## src/rtl/rgb_led_arbiter.sv

```systemverilog
// Shares one RGB LED between N_REQ fixed-priority status requesters.
// A minimum-hold window prevents flicker, and a per-grant blink engine gates the colour.
module rgb_led_arbiter #(
  parameter int N_REQ      = 4,
  parameter int MIN_HOLD   = 5,
  parameter int BLINK_HALF = 5
) (
  input  logic               clk,
  input  logic               rst,
  input  logic               tick_100ms,
  input  logic [N_REQ-1:0]   req,
  input  logic [3*N_REQ-1:0] color,
  input  logic [N_REQ-1:0]   blink,
  output logic [N_REQ-1:0]   gnt,
  output logic               r,
  output logic               g,
  output logic               b,
  output logic               busy
);

  localparam int         IDX_W      = $clog2(N_REQ);
  localparam logic [7:0] HOLD_LAST  = 8'(MIN_HOLD - 1);
  localparam logic [7:0] BLINK_LAST = 8'(BLINK_HALF - 1);
  localparam bit         NO_HOLD    = (MIN_HOLD == 0);

  typedef enum logic [1:0] {IDLE, HOLD, OWN} state_t;

  state_t           state;
  logic [IDX_W-1:0] owner;
  logic [IDX_W-1:0] winner;
  logic [7:0]       hold_cnt;
  logic [7:0]       blink_cnt;
  logic             phase;

  logic       any_req;
  logic       owner_req;
  logic       preempt;
  logic       take_grant;
  logic       release_idle;
  logic       blink_wrap;
  logic       phase_nxt;
  logic       own_blink;
  logic [2:0] own_color;
  logic [2:0] win_color;

  always_comb begin
    winner = '0;
    for (int i = N_REQ - 1; i >= 0; i--) begin
      if (req[i]) winner = IDX_W'(i);
    end
    any_req      = |req;
    owner_req    = req[owner];
    preempt      = (state == OWN) && any_req && (winner < owner);
    // A released owner hands over straight to the next winner, so there is no gap cycle.
    take_grant   = ((state == IDLE) && any_req) ||
                   ((state != IDLE) && !owner_req && any_req) ||
                   preempt;
    release_idle = (state != IDLE) && !owner_req && !any_req;
    blink_wrap   = tick_100ms && (blink_cnt == BLINK_LAST);
    phase_nxt    = blink_wrap ? ~phase : phase;
    own_color    = color[3*owner +: 3];
    win_color    = color[3*winner +: 3];
    own_blink    = blink[owner];
  end

  always_ff @(posedge clk) begin
    if (rst) begin
      state     <= IDLE;
      gnt       <= '0;
      owner     <= '0;
      hold_cnt  <= '0;
      blink_cnt <= '0;
      phase     <= 1'b1;
      {r, g, b} <= 3'b000;
    end else if (take_grant) begin
      state     <= NO_HOLD ? OWN : HOLD;
      gnt       <= {{(N_REQ-1){1'b0}}, 1'b1} << winner;
      owner     <= winner;
      hold_cnt  <= '0;
      blink_cnt <= '0;
      phase     <= 1'b1;
      {r, g, b} <= win_color;
    end else if (release_idle) begin
      state     <= IDLE;
      gnt       <= '0;
      hold_cnt  <= '0;
      blink_cnt <= '0;
      phase     <= 1'b1;
      {r, g, b} <= 3'b000;
    end else if (state != IDLE) begin
      if (tick_100ms) begin
        blink_cnt <= blink_wrap ? 8'd0 : blink_cnt + 8'd1;
        phase     <= phase_nxt;
        if (state == HOLD) begin
          hold_cnt <= hold_cnt + 8'd1;
          if (hold_cnt == HOLD_LAST) state <= OWN;
        end
      end
      // Colour is resampled every cycle so mid-grant changes show up without a restart.
      {r, g, b} <= own_color & {3{phase_nxt | ~own_blink}};
    end
  end

  assign busy = |gnt;

endmodule

```

## config.mk

```make
export PLATFORM = sky130hd
export DESIGN_NAME = rgb_led_arbiter
export DESIGN_NICKNAME = d
export VERILOG_FILES = /design/src/rtl/rgb_led_arbiter.sv
export SDC_FILE = /design/constraint.sdc
export NUM_CORES = 1
export LEC_CHECK = 0
export ABC_AREA = 0
export CORE_MARGIN = 1.5
export CORE_UTILIZATION = 53
export CTS_CLUSTER_SIZE = 12
export DETAILED_ROUTE_END_ITERATION = 6
export PLACE_DENSITY = 0.8
export SLEW_MARGIN = 20
export SYNTH_ARGS = -nofsm -noshare
export SYNTH_HDL_FRONTEND = slang
export SYNTH_SLANG_ARGS = --single-unit
```

## constraint.sdc

```tcl
create_clock -name clk -period 2.2 [get_ports clk]
set_clock_uncertainty 0.2 [all_clocks]
set_input_delay 0.22 -clock clk [delete_from_list [all_inputs] [get_ports clk]]
set_output_delay 0.22 -clock clk [all_outputs]
set_load 0.02 [all_outputs]
```

* Word level (Yosys, flattened, before mapping)
Cells that the tools add are included.
** Cells by class
- Add/subtract/negate cells :: 2
- Multiply operators :: 2
- Order comparisons :: 2
- Equal/unequal tests :: 4
- Shifts and indexed selects :: 3
- Mux-type cells :: 27
- Bitwise gates (word level) :: 4
- Reduce and logical (&&, ||, !) cells :: 25
** Operator list (count)
- $shiftx 12x5->3 :: 2
- $mux 1 :: 18
- $add 8x1->8 const B :: 2
- $eq 8x3->1 const B :: 2
- $reduce_bool 3->1 :: 4
- $mul 2x2->4 const A :: 2
- $mux 2 :: 4
- $mux 4 :: 2
- $mux 8 :: 1
- $reduce_and 4->1 :: 2
- $reduce_or 4->1 :: 2
- $logic_and 1x1->1 :: 7
- $bmux 1 s2 :: 2
- $reduce_bool 2->1 :: 2
- $shl 1x2->4 const A :: 1
- $and 3x3->3 :: 1
- $lt 2x3->1 const B :: 1
- $reduce_and 3->1 :: 1
- $reduce_or 3->1 :: 1
- $eq 2x1->1 const B :: 1
- $eq 2x2->1 const B :: 1
- $logic_not 1->1 :: 2
- $logic_not 2->1 :: 1
- $logic_or 1x1->1 :: 2
- 4 further kinds :: 5
** Word-level totals
- Register bits :: 28
- Word-level logic and storage cells :: 79

* Logic depth before layout (Yosys ltp)
- Depth in word-level cells :: 9
- Mapped depth :: 9
- Depth with buffers taken out :: 7

* Least setup slack after synthesis
Ideal clock, no wire load.
- Path type :: input -> register
- From :: input req[0]
- To :: register phase
- Library setup time :: 0.120 ns
- Data arrival time :: 1.692 ns
- Required time :: 1.880 ns
- Setup slack :: 0.188 ns
- Cell stages on the path :: 8
- Path buffers :: 1
- Cell sequence :: clkbuf_1 -> nor2_1 -> o21a_1 -> ha_1 -> o311ai_2 -> a31oi_4 -> o21ai_4 -> or2_1
** On the way
- Elaborated cells on any way between the ends :: 16
- Those cells by class :: order compare (1); mux (3); reduce/logical (12)
** RTL lines
- start: declaration :: RTL line 11 : input logic [N_REQ-1:0] req,
- $mux 2 :: RTL line 49 : if (req[i]) winner = IDX_W'(i);
- named net winner[1] :: RTL line 30 : logic [IDX_W-1:0] winner;
- $lt 2x2->1 :: RTL line 53 : preempt = (state == OWN) && any_req && (winner < owner);
- $logic_and 1x1->1 :: RTL line 53
- $logic_or 1x1->1 :: RTL line 56 : ((state != IDLE) && !owner_req && any_req) ||
- $reduce_or 3->1 (no source line)
- end signal: assignment :: RTL line 93 : phase <= phase_nxt;
- end: declaration :: RTL line 33 : logic phase;
The timed path passes the listed nets, and every way through them passes these cells. The select of a mux whose other input is x is not followed.
A chain may end at the register's enable or synchronous reset.

* Final worst setup path
- From :: input req[0]
- To :: register gnt[3]
** On the way
- Elaborated cells on any way between the ends :: 18
- Those cells by class :: order compare (1); shift (1); mux (4); reduce/logical (12)
** RTL lines
- $mux 2 * :: RTL line 49
- named net winner[1] :: RTL line 30
- $lt 2x2->1 :: RTL line 53
- $logic_and 1x1->1 :: RTL line 53
- $logic_or 1x1->1 :: RTL line 56
- $mux 4 or $reduce_bool 2->1 (tied branches)
- end signal: assignment :: RTL line 77 : gnt <= {{(N_REQ-1){1'b0}}, 1'b1} << winner;
- end: declaration :: RTL line 14 : output logic [N_REQ-1:0] gnt,
Mark *: on every way through the listed nets, which the timed path passes. The rest lies on a longest branch. The select of a mux whose other input is x is not followed.

==> out/qor.log <==
INFO  setup_path     critical-path-top-delay-family=compound AO/OA/AOI/OAI gates
INFO  layout         final_layout_size_suffix_gt1_share=14.1%
INFO  setup_path     timing.rr.start=owner[0]
INFO  worst_hold_path hold_path_end=gnt[0]
INFO  detailed_routing routed_wirelength=4.39mm
INFO  setup_path     crit_start=req[0]
INFO  placed_design  gp_congestion=0.840
INFO  setup_path     setup.worst_path.class=in -> reg
INFO  layout         non_filler_instances=285
INFO  yosys          synth_warnings=0
INFO  yosys          postSynthAreaPerCell=8.87squm
INFO  global_routing grt_overflow_total=0
INFO  clocking       cts.hold.buffers_added=0
INFO  timing         setup-tns-final=0ns
INFO  layout         relative_area_change_from_synthesis_to_final_layout=25.1%
INFO  global_routing grt_max_degree=16
INFO  timing         maxSlewHeadroom=72.4%
INFO  clocking       level_count_of_the_clock_h_tree=1
INFO  global_routing grt_antenna_before_repair=0
INFO  placed_design  count_of_buffers_inserted_at_the_top_level_ports=30
INFO  setup_path     endpoint_kind_of_the_worst_setup_timing_path=flop
INFO  setup_path     reg2reg_slack=0.19ns
INFO  timing         grt_setup_unrepaired=no
INFO  layout         final_cell_mix=29 x clkdlybuf4s50_1, 28 x dfxtp_1, 24 x nor2_1
INFO  timing         timing.fmax=477MHz
INFO  setup_path     critical_path.reg2reg.endpoint=gnt[3]
INFO  yosys          synth.distinct_cells=47
INFO  floorplan      core-area=3130squm
INFO  outcome        run_status=finished clean
INFO  clocking       ctsRootBufferMaster=clkbuf_4
INFO  worst_hold_path holdCritStartpoint=gnt[0]
INFO  timing         timing.final.crit_share=95.2%
INFO  setup_path     worst-r2r-cell-count=5
INFO  yosys          synthesis.area=1780squm
INFO  floorplan      start_util=57.0%
INFO  placed_design  place.detailed.instances=281
INFO  detailed_routing drt-pass1-iter-count=4
INFO  clocking       cts_tree=yes
INFO  floorplan      top_level_ports=31
INFO  timing         setup_viol_count_final=0
INFO  timing         finalHoldWorstSlack=0.317ns
INFO  floorplan      dieHeight=61um
INFO  setup_path     cp.arrival=2.15ns
INFO  yosys          number_of_register_bits_inferred_by_synthesis=28
INFO  power_and_ir_drop cellPowerDensity=467nW/um^2
INFO  global_routing first_global_vias=1,682
INFO  detailed_routing vias_per_cell=5.96
INFO  timing         report.final.hold_viol_count=0
INFO  floorplan      die_width=61um
INFO  layout         nFillCells=257
INFO  placed_design  hpwl=3.37mm
INFO  yosys          synth_nets=229
INFO  setup_path     largest_fanout_on_the_critical_path=10
INFO  detailed_routing average_wire_length_per_cell_after_detail_routing=15.4um
INFO  layout         insertedDiodeCount=0
INFO  power_and_ir_drop p_leak=0.807nW
INFO  yosys          cell_count_after_synthesis=201
INFO  setup_path     cp_slowest_cell=clkdlybuf4s50_1
INFO  clocking       insertion_delay=0.32ns
INFO  setup_path     timing.critical_path.slowest_cell_delay=0.42ns
INFO  setup_path     crit_path_cell_trace=clkdlybuf4s50_1 -> nor2_1 -> o21a_1 -> ha_1 -> o311ai_2 -> a31o_1 -> nand4_1 -> a21oi_1
INFO  timing         setup_slack_after_layout=0.105ns
INFO  clocking       path_clk_slew=0.14ns
INFO  global_routing first_pass_grt_wire_length=7.52mm
INFO  setup_path     critical_path.startpoint_type=input port
INFO  timing         slew_at_the_pin_closest_to_its_max_slew_limit=0.410ns
INFO  clocking       clock_sinks=28
INFO  worst_hold_path holdPathStages=2
INFO  setup_path     cp_data_required_time=2.26ns
INFO  layout         final_common_cell=clkdlybuf4s50_1
INFO  worst_hold_path hold_path.class=reg -> reg
INFO  floorplan      floorplan.die_area=3720squm
INFO  floorplan      placementRows=20
INFO  detailed_routing route.vias.total=1,700
INFO  placed_design  pre_cts_slack=-0.166ns
INFO  clocking       clk_path_buf_depth=2
INFO  clocking       tritoncts.num_buffers=3
INFO  timing         final-max-slew-violation-count=0
INFO  timing         finalWorstPathRequiredPeriod=2.10ns
INFO  layout         nets=270
INFO  detailed_routing drt_iter0_drc=95
INFO  power_and_ir_drop vdd.ir_drop.worst=0.527mV
INFO  detailed_routing ant_nets=0
INFO  detailed_routing remaining_drc_errors=0
INFO  setup_path     crit_buf_inv=1
INFO  yosys          synth.yosys.seq_area_share=31.4%
INFO  global_routing grt_usage=26.8%
INFO  job            max-cap-violations=0
==> sequential cells by signal, summed over array words and instances, names as in the netlist <==
register / count
blink_cnt: 8
hold_cnt: 8
gnt: 4
owner: 2
state: 2
b: 1
g: 1
phase: 1
r: 1
==> what timing repair did <==
action | in CTS | in global routing
buffers inserted | 0 | 0
endpoints found under the hold margin | 0 | 0
setup endpoints to repair | 0 | 1
resized for setup | 0 | 1
==> power breakdown <==
group	switching (mW)	total (mW)	internal [mW]	leakage (nW)
Combinational	0.124	0.257	0.133	0.559
Clock	0.144	0.246	0.101	0.0210
Sequential	0.0161	0.538	0.522	0.227
Total	0.284	1.04	0.756	0.807
==> final cells by class <==
class / instances / area (sq um) / share of cell area (%)
inverter: 8 / 30.0 / 1.35
clock buffer: 4 / 36.3 / 1.63
tap: 44 / 55.1 / 2.47
timing repair buffer: 46 / 435 / 19.5
sequential: 28 / 561 / 25.1
multi-input combinational: 155 / 1110 / 49.9
==> tightest hold or removal path, cell delays in order, from the launching register on <==
cell	delay, ns
dfxtp_1	0.35
o21ai_0	0.07
a21oi_1	0.06
==> logic make-up after synthesis <==
group	share of synthesized area [%]
xor gates and xnor gates	6.88
DFF	31.4
adders and majority gates	3.51
muxes	6.88
buffers and inverters	6.18
AOI/OAI and AO/OA	15.6
and+or+nand+nor	29.5
==> synth_stat cells (all sizes together) <==
cell,n,area [sq um]
nand3,10,50.1
nor4b,4,35.0
o31a,3,26.3
or3,3,18.8
o21ai,5,36.3
and4b,1,10.0
ha,5,62.6
mux4,5,113
clkbuf,3,11.3
nor2,25,110
or3b,3,26.3
a31o,1,8.76
o211ai,7,57.6
nor3b,1,7.51
inv,8,30.0
nand2,14,52.6
xnor2,5,43.8
a21oi,11,55.1
and2,1,6.26
nand4bb,1,11.3
or4,2,15.0
o311ai,3,33.8
o21a,2,15.0
dfxtp,28,561
xor2,9,78.8
o2111a,1,11.3
mux2i,1,10.0
nor4,1,6.26
nand3b,4,30.0
buf,7,68.8
or4b,1,10.0
and4,1,8.76
or2,2,12.5
nand4,3,18.8
nor3,9,45.0
a31oi,3,33.8
and3,3,18.8
nor2b,4,25.0
nand4b,1,8.76
==> stage by stage <==
step / utilization, % / area [sq um] / power (mW)
finish: 71.3 / 2230 / 1.04
global route: 71.3 / 2230 / 1.09
CTS: 71.2 / 2230 / 1.05
detailed placement: 70.0 / 2190 / 0.801
global placement: 70.0 / 2190 / 0.793
floorplan: - / 1780 / 0.691
==> worst max-delay path by stage <==
stage / to / slack, ns / depth (start not counted)
after floorplan: phase / 0.19 / 8
after global placement: gnt[2] / -0.09 / 8
after detailed placement: gnt[3] / -0.17 / 7
after CTS: busy / 0.0003 / 2
after global routing: owner[1] / 0.04 / 8
final: gnt[3] / 0.10 / 8
==> routing by layer <==
layer  track usage [%]  vias to the layer above  share of wire [%]
met1              33.4                      818                 43
met2              48.1                       55                 50
met5                 0                        -                  0
met3              4.48                        6                5.0
li1                  -                      821                  -
met4              6.52                        0                1.6
No activity file was read; power rests on OpenSTA's default activity.
